<file path="config.mk">
export PLATFORM = sky130hd
export DESIGN_NAME = idli_fetch_m
export DESIGN_NICKNAME = d
export VERILOG_FILES = /design/src/rtl/idli_fetch_m.sv
export SDC_FILE = /design/constraint.sdc
export NUM_CORES = 1
export LEC_CHECK = 0
export ABC_AREA = 1
export CAP_MARGIN = 25
export CORE_ASPECT_RATIO = 0.5
export CORE_MARGIN = 5
export CORE_UTILIZATION = 41
export CTS_CLUSTER_DIAMETER = 80
export CTS_CLUSTER_SIZE = 28
export DETAILED_ROUTE_END_ITERATION = 10
export PLACE_DENSITY_LB_ADDON = 0.3
export RECOVER_POWER = 25
export SYNTH_ARGS = -nofsm -noshare
export SYNTH_HDL_FRONTEND = slang
export SYNTH_SLANG_ARGS = --single-unit
export TNS_END_PERCENT = 50
</file>
<file path="constraint.sdc">
create_clock -name i_ex_gck -period 1.9 [get_ports i_ex_gck]
set_input_delay 0.38 -clock i_ex_gck [delete_from_list [all_inputs] [get_ports i_ex_gck]]
set_output_delay 0.38 -clock i_ex_gck [all_outputs]
set_load 0.1 [all_outputs]
</file>
<file path="src/rtl/idli_fetch_m.sv">
// SQI instruction fetch: streams 16-bit encodings from serial flash, one per 4-cycle window.
// Define IDLI_FETCH_STALL_EN to honour i_ex_stall (adds the WAIT state).
module idli_fetch_m #(
    parameter logic [15:0] RESET_PC = 16'h0000
) (
    input  logic        i_ex_gck,
    input  logic        i_ex_rst_n,
    output logic [1:0]  o_ex_ctr,
    output logic [3:0]  o_ex_enc,
    output logic        o_ex_enc_vld,
    input  logic        i_ex_stall,
    input  logic        i_ex_redirect,
    input  logic [15:0] i_ex_redirect_pc,
    output logic        o_mem_cs_n,
    output logic [3:0]  o_mem_sio,
    output logic        o_mem_sio_oe,
    input  logic [3:0]  i_mem_sio
);

`ifdef IDLI_FETCH_STALL_EN
    typedef enum logic [2:0] {StIdle, StCmd, StAddr, StDummy, StData, StWait} state_e;
`else
    typedef enum logic [2:0] {StIdle, StCmd, StAddr, StDummy, StData} state_e;
`endif

    state_e      state_q, state_d;
    logic [1:0]  ctr_q, ctr_d;
    logic [2:0]  idx_q, idx_d;
    logic [15:0] pc_q, pc_d;
    logic [15:0] cap_q, cap_d;
    logic [15:0] enc_q, enc_d;
    logic        vld_q, vld_d;
    logic        boot_q, boot_d;
    logic        start_q, start_d;
    logic        cs_n_q, cs_n_d;
    logic        oe_q, oe_d;
    logic [3:0]  sio_q, sio_d;
    logic        win_end;
    logic        stall_hold;
    logic        restart;
    logic [15:0] restart_pc;
    logic [23:0] addr;

`ifdef IDLI_FETCH_STALL_EN
    assign stall_hold = i_ex_stall & vld_q;
`else
    logic unused_stall;
    assign unused_stall = i_ex_stall;
    assign stall_hold   = 1'b0;
`endif

    assign win_end = (ctr_q == 2'd3);

    always_comb begin
        ctr_d      = ctr_q + 2'd1;
        state_d    = state_q;
        idx_d      = idx_q;
        pc_d       = pc_q;
        cap_d      = cap_q;
        enc_d      = enc_q;
        vld_d      = vld_q;
        boot_d     = boot_q;
        start_d    = start_q;
        restart    = 1'b0;
        restart_pc = pc_q;

        unique case (state_q)
            StIdle: begin
                if (start_q && ctr_q == 2'd1) begin
                    state_d = StCmd;
                    start_d = 1'b0;
                end
            end
            StCmd: begin
                if (win_end) begin
                    state_d = StAddr;
                    idx_d   = 3'd0;
                end
            end
            StAddr: begin
                idx_d = idx_q + 3'd1;
                if (idx_q == 3'd5) state_d = StDummy;
            end
            StDummy: begin
                if (win_end) state_d = StData;
            end
            StData: begin
                // Flash returns the low byte first, each byte MS nibble first.
                unique case (ctr_q)
                    2'd0: cap_d[7:4]   = i_mem_sio;
                    2'd1: cap_d[3:0]   = i_mem_sio;
                    2'd2: cap_d[15:12] = i_mem_sio;
                    2'd3: cap_d[11:8]  = i_mem_sio;
                    default: ;
                endcase
                if (win_end && !stall_hold) begin
                    enc_d = {cap_q[15:12], i_mem_sio, cap_q[7:0]};
                    vld_d = 1'b1;
                    pc_d  = pc_q + 16'd1;
                end
`ifdef IDLI_FETCH_STALL_EN
                // pc_q already names the word after the held one; the in-flight word is dropped.
                if (win_end && stall_hold) state_d = StWait;
`endif
            end
`ifdef IDLI_FETCH_STALL_EN
            StWait: begin
                if (win_end && !i_ex_stall) restart = 1'b1;
            end
`endif
            default: state_d = StIdle;
        endcase

        if (win_end && (boot_q || i_ex_redirect)) begin
            restart    = 1'b1;
            restart_pc = boot_q ? RESET_PC : i_ex_redirect_pc;
        end

        if (restart) begin
            state_d = StIdle;
            start_d = 1'b1;
            boot_d  = 1'b0;
            pc_d    = restart_pc;
            vld_d   = 1'b0;
            enc_d   = '0;
            cap_d   = '0;
        end

        // Pin values for the coming cycle, derived from the coming state.
        addr   = {7'b0, pc_d, 1'b0};
        cs_n_d = 1'b1;
        oe_d   = 1'b0;
        sio_d  = 4'h0;
        unique case (state_d)
            StCmd: begin
                cs_n_d = 1'b0;
                oe_d   = 1'b1;
                sio_d  = (ctr_d == 2'd3) ? 4'h3 : 4'h0;
            end
            StAddr: begin
                cs_n_d = 1'b0;
                oe_d   = 1'b1;
                unique case (idx_d)
                    3'd0:    sio_d = addr[23:20];
                    3'd1:    sio_d = addr[19:16];
                    3'd2:    sio_d = addr[15:12];
                    3'd3:    sio_d = addr[11:8];
                    3'd4:    sio_d = addr[7:4];
                    default: sio_d = addr[3:0];
                endcase
            end
            StDummy, StData: cs_n_d = 1'b0;
            default: ;
        endcase
    end

    always_ff @(posedge i_ex_gck or negedge i_ex_rst_n) begin
        if (!i_ex_rst_n) begin
            state_q <= StIdle;
            ctr_q   <= 2'd0;
            idx_q   <= 3'd0;
            pc_q    <= RESET_PC;
            cap_q   <= '0;
            enc_q   <= '0;
            vld_q   <= 1'b0;
            boot_q  <= 1'b1;
            start_q <= 1'b0;
            cs_n_q  <= 1'b1;
            oe_q    <= 1'b0;
            sio_q   <= 4'h0;
        end else begin
            state_q <= state_d;
            ctr_q   <= ctr_d;
            idx_q   <= idx_d;
            pc_q    <= pc_d;
            cap_q   <= cap_d;
            enc_q   <= enc_d;
            vld_q   <= vld_d;
            boot_q  <= boot_d;
            start_q <= start_d;
            cs_n_q  <= cs_n_d;
            oe_q    <= oe_d;
            sio_q   <= sio_d;
        end
    end

    assign o_ex_ctr     = ctr_q;
    assign o_ex_enc     = enc_q[{ctr_q, 2'b00} +: 4];
    assign o_ex_enc_vld = vld_q;
    assign o_mem_cs_n   = cs_n_q;
    assign o_mem_sio    = sio_q;
    assign o_mem_sio_oe = oe_q;

endmodule

</file>
# == Yosys cells after proc, flatten, opt, wreduce, memory -nomap -nowiden ==
# Cells that the tools add are included.
# word_totals
register_bits,61
in_bits,24
output_inout_bits,13
wordCells,89
# op_classes
addsub,3
eq_ne,17
shifts,1
mux,34
reduce_logical,20
# op_table
op,n
16-bit 2-to-1 mux,10
4-bit case mux with 5 select lines,1
3-bit by 2-bit equality test with 1-bit output (second input constant),6
3-bit 2-to-1 mux,6
16-bit by 1-bit adder with 16-bit output (second input constant),1
4-bit 2-to-1 mux,4
16-bit by 5-bit indexed part select with 4-bit output,1
3-bit case mux with 5 select lines,1
2-bit nonzero test,7
3-bit equality test (second input constant),4
2-bit AND reduction,5
3-bit by 1-bit equality test with 1-bit output (second input constant),3
1-bit 2-to-1 mux,9
4-bit case mux with 2 select lines,1
2-bit equality test (second input constant),3
3-bit zero test,2
3-bit case mux with 2 select lines,1
4-bit OR reduction,1
3-bit by 1-bit adder with 3-bit output (second input constant),1
2-bit by 1-bit adder with 2-bit output (second input constant),1
2-bit by 1-bit equality test with 1-bit output (second input constant),1
1-bit logical AND,2
2-bit zero test,1
2-bit 2-to-1 mux,1
2 further kinds,2

# == Longest topological paths before layout ==
# logic_depth
ltp_word,8
depth_mapped,14
ltp_nobuf,14

# == Least setup slack after synthesis ==
# OpenSTA, ideal clock, no wires.
# synth_timing
path_type,register to output
from,"register ctr_q[0], in the netlist o_ex_ctr[0]"
to,output port o_ex_enc[0]
arrival_ps,2878
required_time_ps,1520
path_slack_ps,-1358
path_stages_with_launch,4
path_buffers,1
cell_sequence,dfrtp_1 -> clkbuf_1 -> o21ai_0 -> o22ai_1
# synth_between
elab_chain_len,1
# synth_lines
element,line,rtl
"start, declared",27,"logic [1:0] ctr_q, ctr_d;"
"start signal, assigned",173,ctr_q <= ctr_d;
16-bit by 5-bit indexed part select with 4-bit output,188,"assign o_ex_enc = enc_q[{ctr_q, 2'b00} +: 4];"
"end, declared",9,"output logic [3:0] o_ex_enc,"
# No other way between the ends.

# == Worst setup path after layout ==
# layout_timing
from,"register ctr_q[1], in the netlist o_ex_ctr[1]"
to,output port o_ex_enc[1]
# The elaborated chain is that of the path after synthesis.

==> impl_results.md <==
- Synth-to-Final Area Change: 47.5%
- Fin. max-slew vios: 0
- Failing checks: setup timing
- Clk slew on worst S/H paths: 0.06 ns
- FILL cells: approximately 670
- Status: complete, but fails checks
- Pwr Density: ~1100 nW/um^2
- Fin Setup TNS: -0.0867 ns
- Final Skew: ~0.0089 ns
- Nets: 565
- Final WL: 8880 um
- Vias: 3176
- Die Wd: 138 um
- Core Footprint: 7970 sq um
- Starting DRT DRC Count: roughly 190
- Static leakage: 2.38 nW
- Maxcap violations: 0
- Crit path cell chain: buf_6 -> inv_4 -> buf_6 -> o21ai_2 -> o22ai_4 -> buf_12
- Worst slew pin tran: 0.440 ns
- GR Util All Layers: between 10% and 20%
- Clock Latency Late Sink: 0.33 ns
- Critical path's slowest cell: dfrtp_4
- Largest stage delay, worst path: between 0.5 and 0.6 ns
- Post-DRT Antenna Nets: 0
- Largest net degree at the start of global routing: 62
- Initial antenna violation count: 0
- Library cells used by synthesis: 32
- Die Span Y: roughly 74 um
- Worst R2R Start: o_ex_ctr[0]$_DFF_PN0_
- Critical path buffer and inverter count: 4
- CTS tree: done
- Starting Density: 42.0%
- I/O Pins: 37
- Fmax: 519 MHz
- Worst Path Required: 1.52 ns
- YS warnings: 0
- Worst rel slew slack: 70.6%
- Final worst slack: -0.0263 ns
- WS Path Type: reg2out
- DP HPWL: roughly 6100 um
- Total CTS buffers: 9
- Maximum VDD drop: 427 uV
- Area share of the largest cell type after synthesis: around 44%
- Dpl cell area: 4220 sq um
- Site Rows: 23
- Synth Instances: 448
- Clock tree buffer depth: 2
- FF-to-FF path depth: 11
- Total clock sinks: 61
- Final min period: a little under 2 ns
- IO buf count: 35
- Top cell by count, worst path: buf_6
- Final Cell Area: 4930 sq um
- CTS H-Tree Depth: 3
- Crit path DAT: ~1.6 ns
- Mean Syn Cell Area: 7.47 sq um
- Post-Syn Area: about 3300 sq um
- Die area: approximately 10000 sq um
- ANT cells: 0
- Hold WC Path Type: in2async
- Multi-input logic area: roughly 1800 sq um
- Final period util: 101%
- Pre-antenna DRT Iters: 4
- Finish-stage setup viols: 4
- WHS: 0.0966 ns
- DR DRC count: 0
- Number of synthesized register bits: 61
- R2R setup slack: 0.03 ns
- Clock tree root buffer cell: clkbuf_16
- Sequential cell area: 1540 sq um
- Ratio of cells with drive above 1 in the final layout: 27.6%
- Vias in the first global route: 3110
- Critical path fanouts, max: 5
- Gr ovfl total: 0
- Synth Net Count: 481
- Area leader, netlist: dfrtp_1
- DR WL/cell: 13.7 um
- Sequential share of the synthesized area: a little under half
- Final Hold Fails: 0
- Hold buffer count at CTS: 0
- Startpoint Class: register
- Critical R2R Capture: o_mem_sio[3]$_DFF_PN0_
- Vias per cell: 4.89
- Gp weighted congestion: 0.814
- Worst Setup End Kind: output port
- Global-route wire length before repair: 14300 um
- Largest delay contributor family on the critical path: flip-flops
- Unrepaired setup endpoints after global routing: true
- Area contributors post-synth: dfrtp_1 (44%), nand2_1 (13%), nand3_1 (7.9%)
## worst register-to-register path, stage by stage (launching register included)
cell	delay (ns)
dfrtp_4	0.51
ha_4	0.19
buf_4	0.14
nor2_4	0.10
nand3_2	0.11
nand3_4	0.14
nand2_4	0.07
nor2_4	0.16
nand3_2	0.09
nand3_1	0.07
nor2_1	0.05
nor2_1	0.15
## report_power, final
| group | internal [mW] | leakage, nW | total [mW] | switching, mW |
|---|---|---|---|---|
| registers | 1.46 | 0.790 | 1.57 | 0.110 |
| logic | 0.659 | 1.43 | 1.83 | 1.17 |
| clock network | 1.31 | 0.167 | 1.88 | 0.566 |
| total | 3.43 | 2.38 | 5.28 | 1.85 |
## area by class of cell
cell class | instances | share of cell area (%)
well taps | 112 | 2.84
inverters | 66 | 5.38
repair inverters | 1 | 0.178
multi-input cells | 311 | 36.6
clock buffers | 12 | 5.00
clock inverters | 4 | 1.93
flip-flops and latches | 61 | 31.1
repair buffers | 82 | 17.0
## per-layer routing
layer | vias to the layer above | share of wire (%) | track usage (%) | wire [um]
li1 | 1608 | - | - | -
met1 | 1507 | 45 | 23.2 | 4010
met2 | 50 | 49 | 31.3 | 4390
met3 | 11 | 4.0 | 4.79 | 356
met4 | 0 | 1.3 | 5.26 | 119
met5 | - | 0 | 0 | 0
## metrics by stage
stage	instances	total power, mW	setup WS [ns]	util [%]
detailed placement	620	3.11	-0.205	52.9
floorplan	448	2.60	-0.0606	-
finish	649	5.28	-0.0263	61.9
CTS	643	5.08	-0.0289	59.3
global route	649	5.56	-0.0879	61.9
global placement	620	3.09	-0.189	52.9
## flip-flops by register name, indices dropped and copies added (netlist names), 2 cells and up
signal     count
cap_q         12
enc_q         16
idx_q          3
o_ex_ctr       2
o_mem_sio      4
pc_q          16
state_q        3
## layout by cell type, fill, tap and decap left out, types with 12 or more instances in the layout
| master | count |
|---|---|
| inv_1 | 56 |
| clkdlybuf4s50_1 | 21 |
| a21oi_1 | 17 |
| nor2_1 | 25 |
| nand3_1 | 47 |
| o21ai_0 | 31 |
| nand2_1 | 104 |
| dfrtp_1 | 57 |
| buf_12 | 12 |
| buf_4 | 43 |
## worst max path at each step
stage	end	slack, ns	depth (start not counted)	from
global route	o_mem_sio[1]$_DFF_PN0_	-0.09	12	state_q[0]$_DFF_PN0_
CTS	o_ex_enc[2]	-0.03	6	o_ex_ctr[1]$_DFF_PN0_
floorplan	o_ex_enc[0]	-0.06	3	o_ex_ctr[0]$_DFF_PN0_
detailed placement	o_mem_sio[2]$_DFF_PN0_	-0.21	11	i_ex_redirect
global placement	o_mem_sio[2]$_DFF_PN0_	-0.19	12	i_ex_redirect
finish	o_ex_enc[1]	-0.03	6	o_ex_ctr[1]$_DFF_PN0_
## Yosys cell counts
cell type / count
dfstp_2: 2
buf_2: 4
nor2_2: 7
nand2_2: 1
xnor2_1: 1
ha_1: 9
xor2_1: 1
clkinv_1: 1
nand3_1: 53
o21ai_1: 2
nand3_2: 3
dfrtp_1: 59
or2_2: 1
nor2_4: 2
a21boi_0: 1
clkbuf_1: 4
nor3_2: 1
nor2_1: 34
o21bai_1: 1
nand2_1: 113
o21a_1: 1
nor3_1: 5
buf_4: 1
nand3b_1: 3
o21ai_2: 1
a21oi_1: 18
inv_2: 4
inv_1: 61
buf_1: 1
o22ai_1: 5
nand4_1: 5
o21ai_0: 43
## cell families after synthesis
kind of cell | Yosys count | share of synthesized area [%]
xor gates and xnor gates | 2 | 0.524
and+or+nand+nor | 228 | 30.3
buffers and inverters | 76 | 8.79
adders and majority gates | 9 | 3.37
AOI/OAI and AO/OA | 72 | 11.3
DFF | 61 | 45.7
## what timing repair did
action,4_1_cts,5_1_grt
endpoints found under the setup margin,8,9
setup buffers,6,6
cloned,1,0
gates resized for setup,36,41
pin swaps,8,18
No activity file was read; power rests on OpenSTA's default activity.
